`src/rtl/ram_port_initiator_if.sv`:
```
`default_nettype none
// ============================================================================
// Module   : ram_port_initiator_if
// Purpose  : Request/response valid-ready bus between a master and the
//            RAM port initiator.
// Revision : 1.0 - initial release
// ============================================================================
interface ram_port_initiator_if #(
    parameter int NADDRBIT  = 6,
    parameter int NDATABYTE = 4
);
    logic                   req_valid;
    logic                   req_ready;
    logic [NDATABYTE-1:0]   req_wen;
    logic [NADDRBIT-1:0]    req_addr;
    logic [NDATABYTE*8-1:0] req_wdata;
    logic                   rsp_valid;
    logic                   rsp_ready;
    logic                   rsp_write;
    logic [NDATABYTE*8-1:0] rsp_rdata;

    modport master (
        output req_valid, req_wen, req_addr, req_wdata, rsp_ready,
        input  req_ready, rsp_valid, rsp_write, rsp_rdata
    );

    modport slave (
        input  req_valid, req_wen, req_addr, req_wdata, rsp_ready,
        output req_ready, rsp_valid, rsp_write, rsp_rdata
    );
endinterface
`default_nettype wire

```
`src/rtl/ram_port_initiator.sv`:
```
`default_nettype none
// ============================================================================
// Module   : ram_port_initiator
// Purpose  : Issues in-order read/write requests to one RAM port and returns
//            one in-order response per request through a response FIFO.
// Revision : 1.0 - initial release
// ============================================================================
module ram_port_initiator #(
    parameter int  NDATA     = 64,
    parameter int  NDATABYTE = 4,
    parameter int  NRSPBUF   = 3,
    localparam int NADDRBIT  = $clog2(NDATA)
) (
    input  logic                   clock,
    input  logic                   reset,
    ram_port_initiator_if.slave    bus,
    output logic                   o_ram_en,
    output logic [NDATABYTE-1:0]   o_ram_wen,
    output logic [NADDRBIT-1:0]    o_ram_addr,
    output logic [NDATABYTE*8-1:0] o_ram_wdata,
    input  logic [NDATABYTE*8-1:0] i_ram_rdata
);
    localparam int c_DW   = NDATABYTE * 8;
    localparam int c_PTRW = (NRSPBUF > 1) ? $clog2(NRSPBUF) : 1;
    localparam int c_CNTW = $clog2(NRSPBUF + 1);

    logic                w_fire;
    logic                w_push;
    logic                w_pop;
    logic                w_req_ready;
    logic                w_rsp_valid;

    logic [c_CNTW-1:0]   r_count;
    logic                r_inflight;
    logic                r_inflight_wr;
    logic [c_PTRW-1:0]   r_wptr;
    logic [c_PTRW-1:0]   r_rptr;
    logic [NADDRBIT-1:0] r_addr_hold;
    logic [c_DW-1:0]     r_wdata_hold;
    logic                r_buf_write [NRSPBUF];
    logic [c_DW-1:0]     r_buf_data  [NRSPBUF];

    function automatic logic [c_PTRW-1:0] f_ptr_inc(input logic [c_PTRW-1:0] p);
        return (p == c_PTRW'(NRSPBUF - 1)) ? '0 : p + c_PTRW'(1);
    endfunction

    // Inflight requests reserve a FIFO slot so the capture never overflows.
    assign w_req_ready = reset && ((int'(r_count) + int'(r_inflight)) < NRSPBUF);
    assign w_fire      = bus.req_valid && w_req_ready;
    assign w_push      = r_inflight;
    assign w_rsp_valid = (r_count != '0);
    assign w_pop       = w_rsp_valid && bus.rsp_ready;

    assign bus.req_ready = w_req_ready;
    assign bus.rsp_valid = w_rsp_valid;
    assign bus.rsp_write = w_rsp_valid && r_buf_write[r_rptr];
    assign bus.rsp_rdata = w_rsp_valid ? r_buf_data[r_rptr] : '0;

    assign o_ram_en    = w_fire;
    assign o_ram_wen   = w_fire ? bus.req_wen   : '0;
    assign o_ram_addr  = w_fire ? bus.req_addr  : r_addr_hold;
    assign o_ram_wdata = w_fire ? bus.req_wdata : r_wdata_hold;

    always_ff @(posedge clock) begin
        if (!reset) begin
            r_count       <= '0;
            r_inflight    <= 1'b0;
            r_inflight_wr <= 1'b0;
            r_wptr        <= '0;
            r_rptr        <= '0;
            r_addr_hold   <= '0;
            r_wdata_hold  <= '0;
        end else begin
            r_inflight    <= w_fire;
            r_inflight_wr <= w_fire && (|bus.req_wen);
            if (w_fire) begin
                r_addr_hold  <= bus.req_addr;
                r_wdata_hold <= bus.req_wdata;
            end
            if (w_push) begin
                r_wptr <= f_ptr_inc(r_wptr);
            end
            if (w_pop) begin
                r_rptr <= f_ptr_inc(r_rptr);
            end
            case ({w_push, w_pop})
                2'b10:   r_count <= r_count + c_CNTW'(1);
                2'b01:   r_count <= r_count - c_CNTW'(1);
                default: r_count <= r_count;
            endcase
        end
    end

    // Storage needs no reset: the pointers and count define what is valid.
    always_ff @(posedge clock) begin
        if (w_push) begin
            r_buf_write[r_wptr] <= r_inflight_wr;
            r_buf_data[r_wptr]  <= r_inflight_wr ? '0 : i_ram_rdata;
        end
    end

    always_ff @(posedge clock) begin
        if (reset) begin
            assert (!(w_push && !w_pop && (r_count == c_CNTW'(NRSPBUF))));
        end
    end
endmodule
`default_nettype wire

```
`src/flat_wrapper.sv`:
```
// flat-port wrapper written by rule: the top's interface ports become plain ports
module ram_port_initiator_flat 
#(
    parameter int  NDATA     = 64,
    parameter int  NDATABYTE = 4,
    parameter int  NRSPBUF   = 3,
    localparam int NADDRBIT  = $clog2(NDATA)
)
  (clock, reset, o_ram_en, o_ram_wen, o_ram_addr, o_ram_wdata, i_ram_rdata, bus_req_valid, bus_req_wen, bus_req_addr, bus_req_wdata, bus_rsp_ready, bus_req_ready, bus_rsp_valid, bus_rsp_write, bus_rsp_rdata);
  ram_port_initiator_if #(.NADDRBIT(NADDRBIT), .NDATABYTE(NDATABYTE)) bus_i ();
  input  logic clock;
  input  logic reset;
  output logic o_ram_en;
  output logic [NDATABYTE-1:0] o_ram_wen;
  output logic [NADDRBIT-1:0] o_ram_addr;
  output logic [NDATABYTE*8-1:0] o_ram_wdata;
  input  logic [NDATABYTE*8-1:0] i_ram_rdata;
  input wire logic [$bits(bus_i.req_valid)-1:0] bus_req_valid;
  input wire logic [$bits(bus_i.req_wen)-1:0] bus_req_wen;
  input wire logic [$bits(bus_i.req_addr)-1:0] bus_req_addr;
  input wire logic [$bits(bus_i.req_wdata)-1:0] bus_req_wdata;
  input wire logic [$bits(bus_i.rsp_ready)-1:0] bus_rsp_ready;
  output wire logic [$bits(bus_i.req_ready)-1:0] bus_req_ready;
  output wire logic [$bits(bus_i.rsp_valid)-1:0] bus_rsp_valid;
  output wire logic [$bits(bus_i.rsp_write)-1:0] bus_rsp_write;
  output wire logic [$bits(bus_i.rsp_rdata)-1:0] bus_rsp_rdata;
  assign bus_i.req_valid = bus_req_valid;
  assign bus_i.req_wen = bus_req_wen;
  assign bus_i.req_addr = bus_req_addr;
  assign bus_i.req_wdata = bus_req_wdata;
  assign bus_i.rsp_ready = bus_rsp_ready;
  assign bus_req_ready = bus_i.req_ready;
  assign bus_rsp_valid = bus_i.rsp_valid;
  assign bus_rsp_write = bus_i.rsp_write;
  assign bus_rsp_rdata = bus_i.rsp_rdata;
  ram_port_initiator #(.NDATA(NDATA), .NDATABYTE(NDATABYTE), .NRSPBUF(NRSPBUF)) u_core (.clock(clock), .reset(reset), .bus(bus_i), .o_ram_en(o_ram_en), .o_ram_wen(o_ram_wen), .o_ram_addr(o_ram_addr), .o_ram_wdata(o_ram_wdata), .i_ram_rdata(i_ram_rdata));
endmodule
```
`config.mk`:
```
export PLATFORM = sky130hd
export DESIGN_NAME = ram_port_initiator_flat
export DESIGN_NICKNAME = d
export VERILOG_FILES = /design/src/rtl/ram_port_initiator_if.sv /design/src/rtl/ram_port_initiator.sv /design/src/flat_wrapper.sv
export SDC_FILE = /design/constraint.sdc
export NUM_CORES = 1
export LEC_CHECK = 0
export ABC_CLOCK_PERIOD_IN_PS = 10050
export BUFFER_PORTS_ARGS = -buffer_cell sky130_fd_sc_hd__buf_4
export CORE_ASPECT_RATIO = 0.75
export CORE_MARGIN = 1
export CORE_UTILIZATION = 58
export CTS_CLUSTER_SIZE = 8
export DETAILED_ROUTE_END_ITERATION = 8
export GPL_ROUTABILITY_DRIVEN = 1
export PLACE_DENSITY = 0.94
export SLEW_MARGIN = 0
export SYNTH_ARGS = -nofsm -noshare
export SYNTH_HDL_FRONTEND = slang
export SYNTH_SLANG_ARGS = --single-unit
```
`constraint.sdc`:
```
create_clock -name clock -period 10.05 [get_ports clock]
set_clock_uncertainty 0.2 [all_clocks]
set_input_delay 1.5075 -clock clock [delete_from_list [all_inputs] [get_ports clock]]
set_output_delay 1.5075 -clock clock [all_outputs]
set_load 0.005 [all_outputs]
```
==> flow_summary_export.csv <==
group,metric,value,unit
synth,synth_warnings,0,
cts,cts_hold_buf,0,
synth,ys_seq_area_share,59.99,%
setup_path,crit_required,8340,ps
drt,ant_nets,0,
synth,synth_common_cells,"edfxtp_1, dfxtp_1, a21oi_1, nor2_1",
floorplan,die_w,124.8,um
cts,htree_levels,4,
floorplan,die_area,11740,um^2
power,peakVddDrop,0.1426,mV
setup_path,crit_path_max_incr_delay,430,ps
cts,clk_latency,400,ps
setup_path,cp_max_fo,40,
setup_path,path_delay_family,"buffers and inverters",
synth,yosys-top-cells-area,"edfxtp_1, dfxtp_1, mux2_4",
placed_design,dp_cells,773,
setup_path,cp-startpoint,"bus_req_valid",
sta,rsz0062_at_grt,"false",
run_status,status,"finished with violations",
sta,fmax,204.7,MHz
cts,numCtsBuffers,17,
synth,async_flop_share,0,%
cts,cts_tree,"yes",
drt,wire_per_inst,17.89,um
setup_path,crit_chain,"buf_4 > nand3_2 > buf_4 > mux2_4 > buf_4",
cts,clockRootBuffer,"clkbuf_16",
placed_design,dp_hpwl,9115,um
cells_and_area,final_cell_count_no_fill,805,
grt,antenna_found_initial,0,
cells_and_area,diodes,0,
grt,grt_pass1_vias,4529,
power,leakagePower,3.343,nW
synth,synth.most_common_cell,"edfxtp_1",
setup_path,crit_path_frequent_cell,"buf_4",
power,finalPower,1.803,mW
floorplan,rows,33,
setup_path,end_kind,"output port",
sta,hold_viol_final,0,
cells_and_area,final.fill_count,709,
synth,synth_cell_types,33,
cts,clkTransAtPathRegs,60,ps
cells_and_area,drive_gt1_share,41.05,%
synth,syn_area,6558,um^2
cts,cts_setup_buffers,0,
synth,ys_seq_elements,147,
setup_path,critPathKind,"input port to output port",
sta,finalCritPeriodShare,48.60,%
floorplan,num_io_pins,156,
grt,track_usage,24.69,%
power,powerDensity,215.9,nW/um^2
setup_path,reg2reg_setup_slack,7470,ps
hold_path,hp-start,"u_core.r_addr_hold[0]",
synth,synth_edf_count,99,
sta,slew_headroom,21.64,%
grt,grt_max_degree,45,
floorplan,core_area,10980,um^2
cts,ctsResizeCount,0,
sta,finalMaxSlewViolations,0,
setup_path,crit_slowest_cell,"buf_4",
drt,drcViolationCount,10,
synth,synth_ff_type,"edfxtp_1",
drt,drt_iter0_drc,294,
placed_design,gp_congestion,0.7818,
setup_path,crit_arrival,3180,ps
synth,synth_fp_nets,591,
sta,min_period,4885,ps
drt,wirelength,14410,um
run_status,violations,"DRC",
drt,route.vias.total,4543,
grt,grt-ovfl-total,0,
cts,numClockSinks,147,
grt,grt_pass1_wl,22070,um
drt,dr.pass1.iters,7,
synth,synth_top_area_cell,"edfxtp_1",
synth,synth_top_area_share,45.33,%
cells_and_area,syn_to_final_growth,27.34,%
sta,hold_slack,285.3,ps
placed_design,port-buffer-count,155,
sta,report.final.setup_viol,0,
cts,cts.path.max_buffers,2,
floorplan,die_h,94.09,um
sta,final.setup.tns,0,ps
synth,synth_area_per_cell,12.86,um^2
setup_path,reg2reg_from,"u_core.r_count[0]",
job,cap_violations,0,
sta,tightest_slew,1168,ps
floorplan,initial_core_util,59.71,%
drt,viasPerCell,5.643,
setup_path,startpoint_type,"input port",
setup_path,crit_buf_inv,3,
hold_path,hold_path_class,"flop to flop",
cells_and_area,nNetsFinal,733,
synth,syn_inst,510,
## placed cells by master, fill, tap and decap left out, types with 19 or more instances in the layout
master       n
a21oi_1     42
buf_4      161
clkbuf_16   19
dfxtp_1     46
edfxtp_1    99
mux2_2      34
mux2_4      37
mux2i_1     33
nand3_1     38
nor2_1      37
nor2b_1     33
o21ai_0     38
## cell families (layout without fill, tap and decap cells)
logic type                 after synthesis  in the layout  synth area share [%]
adders and majority gates                3              3                0.5725
DFF                                    147            147                 59.99
xor gates and xnor gates                 2              2                0.2672
buffers and inverters                   45            200                 3.511
AOI/OAI and AO/OA                       85             85                 6.678
and+or+nand+nor                        124            124                 9.635
muxes                                  104            104                 19.35
## state kept, by name, summed over array words and instances (netlist names), named ones only
register              cells
u_core.r_buf_write        3
u_core.r_rptr             2
u_core.r_buf_data        96
u_core.r_inflight         1
u_core.r_inflight_wr      1
u_core.r_wdata_hold      32
u_core.r_addr_hold        6
u_core.r_count            2
u_core.r_wptr             2
## final timing paths
kind	cells past startpoint	end
max	5	o_ram_wdata[15]
max reg2reg	7	u_core.r_inflight
min reg2reg	2	u_core.r_addr_hold[0]
min	2	u_core.r_addr_hold[0]
## layout make-up
class	instances	area, um^2	area share (%)
Sequential cell	147	3936	47.14
Multi-Input combinational cell	318	2414	28.90
Timing Repair Buffer	161	1209	14.47
Clock buffer	22	496.7	5.948
Tap cell	140	175.2	2.098
Clock inverter	10	93.84	1.124
Inverter	7	26.28	0.3147
## routing by layer
layer	track usage, %	vias up	routed length [um]
met2	45.55	135	7794
met4	11.93	0	316
met3	4.157	24	588
li1	-	2132	-
met1	28.21	2252	5705
met5	0	-	0
## report_power, final
part           internal (mW)  switching, mW
clock network          0.378          0.237
logic                  0.242          0.210
registers              0.694         0.0416
## worst reg2reg max path: cells and delay by family, from the launching register on
family / cells / cell delay (ps)
adder cells (fa/ha/maj): 2 / 440
AO/OA/AOI/OAI: 1 / 150
buffers and inverters: 3 / 930
flip-flops: 1 / 460
AND/OR/NAND/NOR: 1 / 340
## stage by stage
stage                     worst slack, ps  instance area [um^2]  utilization (%)
after global routing                 5079                  8351            76.03
after global placement               5275                  7760            70.65
final                                5166                  8351            76.03
after floorplan                      6224                  6558                -
after detailed placement             5200                  7760            70.65
after CTS                            5196                  8351            76.03
(Power assumes the default switching activity.)
